$ cat config.mk
export PLATFORM = sky130hd
export DESIGN_NAME = instr_fetch_unit
export DESIGN_NICKNAME = d
export VERILOG_FILES = /design/src/rtl/instr_fetch_unit.sv
export SDC_FILE = /design/constraint.sdc
export NUM_CORES = 1
export LEC_CHECK = 0
export CAP_MARGIN = 20
export CORE_MARGIN = 2
export CORE_UTILIZATION = 46
export DETAILED_ROUTE_END_ITERATION = 12
export GPL_TIMING_DRIVEN = 0
export PLACE_DENSITY = 0.78
export RECOVER_POWER = 50
export SLEW_MARGIN = 20
export SYNTH_ARGS = -nofsm -noshare
export SYNTH_HDL_FRONTEND = slang
export SYNTH_SLANG_ARGS = --single-unit
$ cat constraint.sdc
create_clock -name clk -period 3.8 [get_ports clk]
set_clock_uncertainty 0.15 [all_clocks]
set_input_delay 1.14 -clock clk [delete_from_list [all_inputs] [get_ports clk]]
set_output_delay 1.14 -clock clk [all_outputs]
set_load 0.02 [all_outputs]
$ cat src/rtl/instr_fetch_unit.sv
// Instruction fetch stage: issues program-memory reads from the current PC and
// queues fetched words in a 2-entry prefetch buffer for the decoder.
module instr_fetch_unit #(
  parameter int                 ADDR_W   = 16,
  parameter int                 INSTR_W  = 14,
  parameter logic [INSTR_W-1:0] NOP_WORD = '0
) (
  input  logic               clk,
  input  logic               reset,
  input  logic [ADDR_W-1:0]  pc,
  output logic               pc_advance,
  output logic               mem_req,
  output logic [ADDR_W-1:0]  mem_addr,
  input  logic               mem_ack,
  input  logic [INSTR_W-1:0] mem_rdata,
  input  logic               flush,
  output logic [INSTR_W-1:0] ir,
  output logic [ADDR_W-1:0]  ir_pc,
  output logic               ir_valid,
  input  logic               ir_ready
);

  typedef enum logic [1:0] {IDLE, WAIT, DROP} state_t;

  typedef struct packed {
    logic [ADDR_W-1:0]  addr;
    logic [INSTR_W-1:0] instr;
  } entry_t;

  state_t     state, next_state;
  logic [1:0] count, count_next;
  entry_t     fifo_mem [2];
  logic       issue, push, pop, wr_idx, head_avail;
  entry_t     head_next;

  // NOTE: every signal written here gets a default first, so no path can
  // leave it unassigned and infer a latch.
  always_comb begin
    next_state = state;
    issue      = 1'b0;
    push       = 1'b0;
    unique case (state)
      IDLE: if (!flush && count != 2'd2) begin
        next_state = WAIT;
        issue      = 1'b1;
      end
      WAIT: if (mem_ack) begin
        next_state = IDLE;
        push       = !flush;
      end else if (flush) begin
        next_state = DROP;
      end
      DROP: if (mem_ack) next_state = IDLE;
      default: next_state = IDLE;
    endcase
  end

  assign pop = ir_valid && ir_ready && !flush;

  // Entries shift toward slot 0 on a pop, so a push lands after the survivors.
  always_comb begin
    wr_idx     = pop ? (count == 2'd2) : (count != 2'd0);
    count_next = count;
    if (flush) begin
      count_next = 2'd0;
    end else begin
      unique case ({push, pop})
        2'b10:   count_next = count + 2'd1;
        2'b01:   count_next = count - 2'd1;
        default: count_next = count;
      endcase
    end
  end

  // The ir register follows the head as it stands before this edge's push,
  // which gives one edge of latency from push to ir_valid.
  always_comb begin
    head_next  = fifo_mem[0];
    head_avail = (count != 2'd0);
    if (pop) begin
      head_next  = fifo_mem[1];
      head_avail = (count == 2'd2);
    end
  end

  // NOTE: sequential state uses non-blocking assignments only, so every
  // register samples pre-edge values regardless of statement order.
  always_ff @(posedge clk or negedge reset) begin
    if (!reset) begin
      state      <= IDLE;
      count      <= 2'd0;
      mem_req    <= 1'b0;
      mem_addr   <= '0;
      pc_advance <= 1'b0;
      ir         <= NOP_WORD;
      ir_pc      <= '0;
      ir_valid   <= 1'b0;
    end else begin
      state      <= next_state;
      count      <= count_next;
      mem_req    <= (next_state != IDLE);
      pc_advance <= issue;
      if (issue) mem_addr <= pc;
      if (flush || !head_avail) begin
        ir       <= NOP_WORD;
        ir_pc    <= '0;
        ir_valid <= 1'b0;
      end else begin
        ir       <= head_next.instr;
        ir_pc    <= head_next.addr;
        ir_valid <= 1'b1;
      end
    end
  end

  // NOTE: buffer payload is deliberately not reset; count alone decides which
  // slots hold live data, so stale contents are never observed.
  always_ff @(posedge clk) begin
    if (pop)  fifo_mem[0]      <= fifo_mem[1];
    if (push) fifo_mem[wr_idx] <= {mem_addr, mem_rdata};
  end

endmodule

## Yosys cells after proc, flatten, opt, wreduce, memory -nomap -nowiden

Memories as Yosys holds them, arrays and structs flattened.
Cells that the tools add are included.

- Add/subtract/negate cells: 2
- Equality and inequality tests: 6
- Muxes and demuxes: 20
- Reductions and logical operators: 10

Operators with widths:

| operator | number |
|---|---|
| two-way mux 30 bit | 1 |
| two-way mux 16 bit | 1 |
| two-way mux 14 bit | 1 |
| two-way mux 1 bit | 10 |
| two-way mux 2 bit | 5 |
| == test 2 bit (second input constant) | 3 |
| one-hot mux 2 bit (3 select lines) | 1 |
| == test 2 x 1 -> 1 bit (second input constant) | 2 |
| one-hot mux 2 bit (2 select lines) | 1 |
| nonzero test 2 bit | 2 |
| logical AND 1 bit | 3 |
| nonzero test 3 bit | 1 |
| adder 2 x 1 -> 2 bit (second input constant) | 1 |
| zero test 1 bit | 2 |
| zero test 2 bit | 1 |
| != test 2 bit (second input constant) | 1 |
| subtractor 2 x 1 -> 2 bit (second input constant) | 1 |
| logical OR 1 bit | 1 |

- Bits in registers: 53
- Bits in writable memories: 60
- Output and inout port bits: 49
- Memories kept: 1

Memories:

| name | depth | bits a word | rd ports | clocked after Yosys merged registers in | wr ports | RTL line | RTL |
|---|---|---|---|---|---|---|---|
| fifo_mem | 2 | 30 | 2 | 0 | 2 | 32 | `entry_t fifo_mem [2];` |

## Longest topological paths before layout

Gate-level depths: netlist of run 1.

- Word-level depth: 6
- Gate-level depth with buffers: 5

## Worst setup path before layout of run 1

Ideal clock, no wire load.

- Path kind: input port to flip-flop
- From: input port flush
- To: memory fifo_mem[1][0] in the netlist's numbering (enable)
- Arrival: 3.908 ns
- Data required time: 3.189 ns
- Setup slack: -0.719 ns
- Stages on the path: 3
- Path buffers: 1
- Cells stage by stage: buf_2 -> and4bb_2 -> nor3b_1

RTL lines:

| item | RTL line | RTL |
|---|---|---|
| start: declaration | 16 | `input logic flush,` |
| end: declaration | 32 |  |

## Worst setup path in the final report of run 1

- From: input port flush
- To: register mem_addr[14]

- Word-level cells in the longest chain between the ends: 4

RTL lines:

| item | RTL line | RTL |
|---|---|---|
| zero test 1 bit | 43 | `IDLE: if (!flush && count != 2'd2) begin` |
| logical AND 1 bit | 43 |  |
| two-way mux 1 bit | 43 |  |
| two-way mux 1 bit | 42 | `unique case (state)` |
| via issue | 33 | `logic issue, push, pop, wr_idx, head_avail;` |
| end signal: assignment | 103 | `if (issue) mem_addr <= pc;` |
| end: declaration | 13 | `output logic [ADDR_W-1:0] mem_addr,` |

The timed path passes the listed nets, and every way through them passes these cells.
A chain may end at the register's enable or synchronous reset.

==> tab_implementation.tex, run 1 <==
\begin{tabular}{lr}
\hline
Metric & Value \\
\hline
\multicolumn{2}{l}{\textbf{Status}} \\
\quad Status & complete, but fails checks \\
\quad Violations in the final reports & capacitance limit, slew limit \\
\multicolumn{2}{l}{\textbf{Place}} \\
\quad Cell area after placement & 5120 um\^{}2 \\
\quad RD Place Congestion & 0.742 \\
\quad Total of buffers placed on input and output ports & 82 \\
\quad Placed instance count & about 480 \\
\quad HPWL Detailed & a little over 5000 um \\
\quad Worst setup slack after placement & 0.484 ns \\
\multicolumn{2}{l}{\textbf{Global route}} \\
\quad Largest net degree at the start of global routing & 54 \\
\quad Global-route total usage across every layer & around 17\% \\
\quad Initial antenna violation count & 0 \\
\quad Overflow after GRT & 0 \\
\quad Number of global-route vias before repair & approximately 2700 \\
\quad Wire length of the first global-routing pass & 13000 um \\
\multicolumn{2}{l}{\textbf{Route}} \\
\quad Remaining antenna violation count after routing & 0 \\
\quad Via total after detailed routing & 2468 \\
\quad Number of DRC markers in iteration 0 & 67 \\
\quad DRC Markers & 0 \\
\quad Routed WL per cell & 15.2 um \\
\quad Ratio of routed vias to standard cells & 4.83 \\
\quad Routed WL & 7780 um \\
\quad First-pass iteration count of the detailed router & 4 \\
\multicolumn{2}{l}{\textbf{Power}} \\
\quad Share of total power consumed by net switching & 26.7\% \\
\quad P\_int & roughly 0.0028 W \\
\quad Static Leak & between 2 and 3 nW \\
\quad Part of the total power dissipated in sequential elements & 43.7\% \\
\quad Clock power share & 36.0\% \\
\quad Gate power share & 20.3\% \\
\quad Sw power & 0.00101 W \\
\quad Pwr dens & 669 nW/um\^{}2 \\
\quad Maximum resistive drop on vdd & 0.325 mV \\
\multicolumn{2}{l}{\textbf{Setup path}} \\
\quad Largest fanout of any net on the critical path & 10 \\
\quad Slowest library cell on the worst path & sky130\_fd\_sc\_hd\_\_a2111oi\_2 \\
\quad Largest delay share family, worst path & compound AO/OA/AOI/OAI gates \\
\quad Worst path bufs/invs & 2 \\
\quad CP Launch Type & input pin \\
\quad Critical Path Max Stage Delay & 1.33 ns \\
\quad Chain of cells forming the critical path & clkbuf\_1, a2111oi\_2, buf\_8, mux2\_4 \\
\quad CP endpoint kind & flop \\
\quad Req. time, crit path & 4.02 ns \\
\quad Category of the critical setup timing path & input pin to flop \\
\quad Signal arrival time at the worst endpoint & around 3.2 ns \\
\multicolumn{2}{l}{\textbf{Floorplanning}} \\
\quad Area of the die & 9750 um\^{}2 \\
\quad Height of the chip & 98.8 um \\
\quad Area of the core region & 8720 um\^{}2 \\
\quad Initial core utilization & 47.4\% \\
\quad Chip Width & 98.8 um \\
\quad \# rows & 34 \\
\quad Top Ports & 84 \\
\multicolumn{2}{l}{\textbf{STA}} \\
\quad Minimum clock period after layout & 3.01 ns \\
\quad Final count of negative-setup-slack endpoints & 0 \\
\quad Worst-case hold slack & between 0.3 and 0.4 ns \\
\quad Final cycle utilization of the critical path & just under 80\% \\
\quad Worst slew slack as a fraction of its limit & -1.72\% \\
\quad Max Transition Viols Final & 10 \\
\quad Unrepaired setup endpoints after global routing & no \\
\quad Post-route setup slack & between 0.7 and 0.8 ns \\
\quad Slew at the pin with the worst max-slew slack & 1.52 ns \\
\quad Hold violation total from the final report & 0 \\
\quad Maximum clock frequency & 0.332 GHz \\
\multicolumn{2}{l}{\textbf{Yosys}} \\
\quad Simple-gate area share of the yosys netlist & 5.06\% \\
\quad Top-area cell type share of the netlist area & about a third \\
\quad Compound-Gate Fraction of Synth Area & 1.82\% \\
\quad Area share of xor/xnor cells in the synthesized design & 0.212\% \\
\quad Post-synth cell types & 29 \\
\quad Largest cells by area after synthesis & sky130\_fd\_sc\_hd\_\_dfrtp\_1, sky130\_fd\_sc\_hd\_\_edfxtp\_1, sky130\_fd\_sc\_hd\_\_mux2i\_1 \\
\quad Commonest cells post-synth & sky130\_fd\_sc\_hd\_\_mux2i\_1, sky130\_fd\_sc\_hd\_\_dfrtp\_1, sky130\_fd\_sc\_hd\_\_nor2\_1, sky130\_fd\_sc\_hd\_\_inv\_1 \\
\quad Yosys warns & 0 \\
\quad Cell accounting for the most synthesized area & sky130\_fd\_sc\_hd\_\_dfrtp\_1 \\
\quad Fraction of synthesized area in multiplexers & 20.1\% \\
\quad Post-synth EDFFs & 30 \\
\quad Register bit total from synthesis & $\sim$110 \\
\quad Synthesized instance count & 287 \\
\quad Netlist area before placement & 4130 um\^{}2 \\
\quad Sequential element share of the synthesized area & 68.5\% \\
\quad Dominant combinational cell family by area after synthesis & multiplexers \\
\quad Library cell with the highest instance count after synthesis & sky130\_fd\_sc\_hd\_\_mux2i\_1 \\
\quad Post-Synthesis Net Count & 322 \\
\quad Mapped Avg Cell Area & 14.4 um\^{}2 \\
\quad Predominant post-synthesis flop cell & sky130\_fd\_sc\_hd\_\_dfrtp\_1 \\
\quad Area share of fa/ha/maj cells after synthesis & 0\% \\
\quad Async set-or-reset flop fraction in the synthesized netlist & 46.9\% \\
\multicolumn{2}{l}{\textbf{Clocking}} \\
\quad Clock tree from TritonCTS & built \\
\quad Clock slew at reported path FFs & roughly 0.050 ns \\
\quad CTS buffer count & 17 \\
\quad Cell at the root of the clock tree & sky130\_fd\_sc\_hd\_\_clkbuf\_8 \\
\quad Insertion delay of the later-clocked pin in the worst-skew pair & 0.49 ns \\
\quad Number of levels the H-tree was split into & 4 \\
\quad Hold-fix buffers, CTS & 0 \\
\quad Total setup buffers inserted after CTS & 0 \\
\quad Number of sinks handled by clock tree synthesis & about 110 \\
\quad Clock buffer depth & 2 \\
\quad Post-cts gate resize count & 0 \\
\multicolumn{2}{l}{\textbf{Run}} \\
\quad Number of max-cap violations & 1 \\
\multicolumn{2}{l}{\textbf{Hold path}} \\
\quad HP Class & flop to flop \\
\multicolumn{2}{l}{\textbf{Finish}} \\
\quad Final cell count without fillers & 511 \\
\quad Final instance area & 5630 um\^{}2 \\
\quad Post-layout utilization of the core & 64.5\% \\
\quad Synth-to-Final Area Change & 36.3\% \\
\quad N\_diodes & 0 \\
\quad Number of nets in the layout & 425 \\
\quad Proportion of layout cells with a drive suffix above 1 & roughly 15\% \\
\hline
\end{tabular}
power by group through the flow:
stage | Combinational (W) | Clock (W) | Sequential, W
2_1_floorplan | 0.000376 | 0 | 0.00174
3_3_place_gp | 0.000741 | 0 | 0.00165
3_5_place_dp | 0.000776 | 0 | 0.00167
4_1_cts | 0.000783 | 0.00139 | 0.00165
5_1_grt | 0.000841 | 0.00145 | 0.00168
6_report | 0.000764 | 0.00136 | 0.00164
logic make-up (layout without fill, tap and decap cells):
group / after synthesis / count (layout)
flops: 113 / 113
mux: 78 / 78
simple gates: 44 / 44
buf+inv: 43 / 159
compound gates: 8 / 8
xor+xnor: 1 / 1
registers in the layout, summed over array words and instances, names as in the netlist:
name,flops
state,2
fifo_mem,60
pc_advance,1
count,2
ir,14
mem_addr,16
ir_pc,16
ir_valid,1
mem_req,1
worst paths after layout:
check                      cells past startpoint        start              end  slack, ns
max                                            4        flush     mem_addr[14]       0.79
min                                            0  mem_addr[1]  fifo_mem[1][15]       0.35
max reg2reg                                    4     count[0]     mem_addr[14]       1.19
min reg2reg                                    0  mem_addr[1]  fifo_mem[1][15]       0.35
max in group asynchronous                      1        reset         ir_pc[6]       1.88
min in group asynchronous                      1        reset            ir[9]       0.80
layer usage:
metal | GRT usage, % | wire [um] | vias to the layer above | part of all wire, %
met1 | 21.3 | 3340 | 1203 | 43
li1 | - | - | 1178 | -
met5 | 0 | 0 | - | 0
met3 | 4.40 | 344 | 11 | 4.4
met4 | 8.43 | 93 | 0 | 1.2
met2 | 29.0 | 4000 | 76 | 51
cell usage in the layout (no fill, tap or decap), drive strengths merged:
cell	Yosys	routed
dfrtp	53	53
dlygate4sd3	0	16
nor2b	1	1
and4bb	1	1
nor2	33	33
nor3b	2	2
buf	8	6
nand2	1	1
and4b	1	1
a2111oi	1	1
a21boi	1	1
clkdlybuf4s50	0	65
clkbuf	3	29
inv	32	32
clkinv	0	8
mux2	17	17
nor3	1	1
a311o	1	1
edfxtp	30	30
o21bai	2	2
nand3b	2	2
xnor2	1	1
o21ai	2	2
nand2b	1	1
a21oi	1	1
mux2i	61	61
and3b	1	1
dfxtp	30	30
clkinvlp	0	3
layout make-up:
type                    count  area, um^2
plain buffers              11        56.3
clock buffers              21         460
clock inverters            11        62.6
fillers                   644        3090
inverters                  32         120
multi-input cells         131        1120
flip-flops and latches    113        2830
well taps                 108         135
repair buffers             84         846
stage by stage:
step	power (W)	TNS, ns
2_1_floorplan	0.00212	0
3_5_place_dp	0.00244	0
5_1_grt	0.00396	0
3_3_place_gp	0.00239	-38.45
4_1_cts	0.00382	0
6_report	0.00376	0
Power figures use the tool's default switching activity.
==> inputs of run 2 (changes only) <==
==> constraint.sdc (replaced) <==
create_clock -name clk -period 2.7 [get_ports clk]
set_clock_uncertainty 0.15 [all_clocks]
set_input_delay 0.81 -clock clk [delete_from_list [all_inputs] [get_ports clk]]
set_output_delay 0.81 -clock clk [all_outputs]
set_load 0.02 [all_outputs]
==> run 2 against run 1 <==
Net effect:
- the flow now finishes without violations
- register-to-register slack worse by 0.67 ns
- final cell count stayed put
- wire length is 2.2% lower
- via count is 0.20% higher
- worst hold slack better by 0.00088 ns
- flip-flop and latch count stayed put
- setup slack worse by 0.62 ns
- critical path depth is 3 lower
- total power is 45% higher
==> tab_implementation.tex, run 2 (same netlist as run 1, synthesis figures left out) <==
\begin{tabular}{lr}
\hline
Metric & Value \\
\hline
\multicolumn{2}{l}{\textbf{Place}} \\
\quad Cell area after placement & 5130 um\^{}2 (was 5120 um\^{}2) \\
\quad RD Place Congestion & 0.725 (was 0.742) \\
\quad HPWL Detailed & 5010 um (was 5080 um) \\
\quad Total of buffers placed on input and output ports & 82 (unchanged) \\
\multicolumn{2}{l}{\textbf{Global route}} \\
\quad Initial antenna violation count & 0 (unchanged) \\
\quad Number of global-route vias before repair & 2529 (was 2687) \\
\quad Largest net degree at the start of global routing & 54 (unchanged) \\
\quad Wire length of the first global-routing pass & 12500 um (was 13000 um) \\
\quad Global-route total usage across every layer & 17.1\% (was 17.4\%) \\
\quad Overflow after GRT & 0 (unchanged) \\
\multicolumn{2}{l}{\textbf{Floorplanning}} \\
\quad Height of the chip & 98.8 um (unchanged) \\
\quad Chip Width & 98.8 um (unchanged) \\
\quad Area of the die & 9750 um\^{}2 (unchanged) \\
\quad Area of the core region & 8720 um\^{}2 (unchanged) \\
\quad Top Ports & 84 (unchanged) \\
\quad \# rows & 34 (unchanged) \\
\quad Initial core utilization & 47.4\% (unchanged) \\
\multicolumn{2}{l}{\textbf{Clocking}} \\
\quad Post-cts gate resize count & 0 (unchanged) \\
\quad CTS buffer count & 17 (unchanged) \\
\quad Clock buffer depth & 2 (unchanged) \\
\quad Cell at the root of the clock tree & sky130\_fd\_sc\_hd\_\_clkbuf\_8 (unchanged) \\
\quad Clock slew at reported path FFs & 0.05 ns (about the same) \\
\quad Total setup buffers inserted after CTS & 0 (unchanged) \\
\quad Insertion delay of the later-clocked pin in the worst-skew pair & 0.51 ns (was 0.49 ns) \\
\quad Number of sinks handled by clock tree synthesis & 113 (unchanged) \\
\quad Hold-fix buffers, CTS & 0 (unchanged) \\
\quad Clock tree from TritonCTS & built (unchanged) \\
\quad Number of levels the H-tree was split into & 4 (unchanged) \\
\multicolumn{2}{l}{\textbf{Route}} \\
\quad Routed WL per cell & 14.9 um (was 15.2 um) \\
\quad Routed WL & 7610 um (was 7780 um) \\
\quad Ratio of routed vias to standard cells & 4.84 (was 4.83) \\
\quad Remaining antenna violation count after routing & 0 (unchanged) \\
\quad Number of DRC markers in iteration 0 & 106 (was 67) \\
\quad DRC Markers & 0 (unchanged) \\
\quad Via total after detailed routing & 2473 (was 2468) \\
\quad First-pass iteration count of the detailed router & 4 (unchanged) \\
\multicolumn{2}{l}{\textbf{Run}} \\
\quad Number of max-cap violations & 0 (was 1) \\
\multicolumn{2}{l}{\textbf{Finish}} \\
\quad Registers with the most flip-flops & fifo\_mem: 60 flops, ir\_pc: 16 flops, mem\_addr: 16 flops (unchanged) \\
\quad Most frequent cells in the layout & sky130\_fd\_sc\_hd\_\_clkdlybuf4s50\_1, sky130\_fd\_sc\_hd\_\_mux2i\_1, sky130\_fd\_sc\_hd\_\_dfrtp\_1 (unchanged) \\
\quad Number of nets in the layout & 425 (unchanged) \\
\quad Top register by number of flip-flops & fifo\_mem (unchanged) \\
\quad Filler instances & 644 (unchanged) \\
\quad Synth-to-Final Area Change & 37.6\% (was 36.3\%) \\
\quad Proportion of layout cells with a drive suffix above 1 & 14.4\% (was 14.6\%) \\
\quad Flip-flop count of the largest register, all copies and words added & 60 (unchanged) \\
\quad Most frequent standard cell in the layout excluding fill and tap cells & sky130\_fd\_sc\_hd\_\_clkdlybuf4s50\_1 (unchanged) \\
\quad N\_diodes & 0 (unchanged) \\
\quad Final instance area & 5680 um\^{}2 (was 5630 um\^{}2) \\
\multicolumn{2}{l}{\textbf{Power}} \\
\quad Post-route total power & 0.00545 W (was 0.00376 W) \\
\quad Pwr dens & 959 nW/um\^{}2 (was 669 nW/um\^{}2) \\
\quad Maximum resistive drop on vdd & 0.593 mV (was 0.325 mV) \\
\quad Static Leak & 2.79 nW (was 2.77 nW) \\
\multicolumn{2}{l}{\textbf{Setup path}} \\
\quad Chain of cells forming the critical path & clkdlybuf4s50\_1 (was clkbuf\_1, a2111oi\_2, buf\_8, mux2\_4) \\
\quad CP Launch Type & flop (was input pin) \\
\quad Req. time, crit path & 1.74 ns (was 4.02 ns) \\
\quad Slowest library cell on the worst path & sky130\_fd\_sc\_hd\_\_clkdlybuf4s50\_1 (was sky130\_fd\_sc\_hd\_\_a2111oi\_2) \\
\quad Count of cell instances traversed by the critical path & 1 (was 4) \\
\quad Reg2reg start & count[0] (unchanged) \\
\quad Worst path bufs/invs & 1 (was 2) \\
\quad Category of the critical setup timing path & flop to primary output (was input pin to flop) \\
\quad Setup slack, reg-to-reg & 0.52 ns (was 1.19 ns) \\
\quad Largest fanout of any net on the critical path & 6 (was 10) \\
\quad Signal arrival time at the worst endpoint & 1.58 ns (was 3.23 ns) \\
\quad End of the worst register-to-register path & mem\_addr[9] (was mem\_addr[14]) \\
\quad CP endpoint kind & primary output (was flop) \\
\quad Largest delay share family, worst path & buffers and inverters (was compound AO/OA/AOI/OAI gates) \\
\quad FF-to-FF path depth & 4 (unchanged) \\
\quad Critical Path Max Stage Delay & 0.64 ns (was 1.33 ns) \\
\multicolumn{2}{l}{\textbf{STA}} \\
\quad Slew at the pin with the worst max-slew slack & 1.39 ns (was 1.52 ns) \\
\quad Max Transition Viols Final & 0 (was 10) \\
\quad Final count of negative-setup-slack endpoints & 0 (unchanged) \\
\quad Worst-case hold slack & 0.348 ns (was 0.347 ns) \\
\quad Hold violation total from the final report & 0 (unchanged) \\
\quad Maximum clock frequency & about 0.39 GHz \\
\quad Final cycle utilization of the critical path & 93.9\% \\
\quad Minimum clock period after layout & 2.54 ns \\
\quad Unrepaired setup endpoints after global routing & no (unchanged) \\
\quad Worst slew slack as a fraction of its limit & 7.33\% (was -1.72\%) \\
\multicolumn{2}{l}{\textbf{Hold path}} \\
\quad HP Class & flop to flop (unchanged) \\
\quad Hold path depth & 2 (was 0) \\
\quad Min-Delay Endpoint & ir[0] (was fifo\_mem[1][15]) \\
\quad Launch instance of the worst min-delay path & fifo\_mem[0][0] (was mem\_addr[1]) \\
\multicolumn{2}{l}{\textbf{Status}} \\
\quad Status & complete, no violations (was complete, but fails checks) \\
\hline
\end{tabular}
==> run 2: per-stage QoR <==
stage	util, %	std cells	worst slack (ns)	TNS (ns)
finish	65.2	511	0.164	0
global route	65.2	511	0.0840	0
CTS	65.2	511	0.139	0
detailed placement	58.8	479	-0.0954	-2.33
global placement	58.5	477	-1.05	-80.91
floorplan	-	287	0.0181	0
==> run 2: worst reg2reg max path: stages (launching register included) <==
cell and delay (ns):
sky130_fd_sc_hd__dfrtp_1 0.41, sky130_fd_sc_hd__inv_1 0.09, sky130_fd_sc_hd__a2111oi_4 0.86, sky130_fd_sc_hd__buf_8 0.24, sky130_fd_sc_hd__mux2_4 0.31
==> run 2: cell type report <==
class                           count  area, um^2  area share, %
Clock inverter                     11         113           1.98
Sequential cell                   113        2830           49.8
Buffer                             11        63.8           1.12
Inverter                           32         120           2.11
Timing Repair Buffer               84         842           14.8
Clock buffer                       21         449           7.91
Multi-Input combinational cell    131        1130           19.9
Tap cell                          108         135           2.38
==> run 2: how the worst max path moves through the flow <==
stage | start | endpoint | slack (ns)
3_5_place_dp | mem_ack | fifo_mem[1][27] | -0.1
6_report | ir_valid | ir_valid | 0.16
2_1_floorplan | flush | fifo_mem[1][0] | 0.02
4_1_cts | ir_valid | ir_valid | 0.14
5_1_grt | ir_valid | ir_valid | 0.08
3_3_place_gp | reset | mem_addr[13] | -1.05
==> run 2: report_power, final <==
part           internal, W  switching, W
Clock              0.00135      0.000721
Sequential         0.00214      0.000166
Combinational     0.000554      0.000520
Total              0.00404       0.00141
==> run 2: per-layer routing <==
metal	global-route usage (%)	wire length [um]	vias up
met2	27.1	3880	62
met4	8.43	128	0
met1	20.7	3250	1210
met3	6.17	351	13
li1	-	-	1188
met5	0	0	-
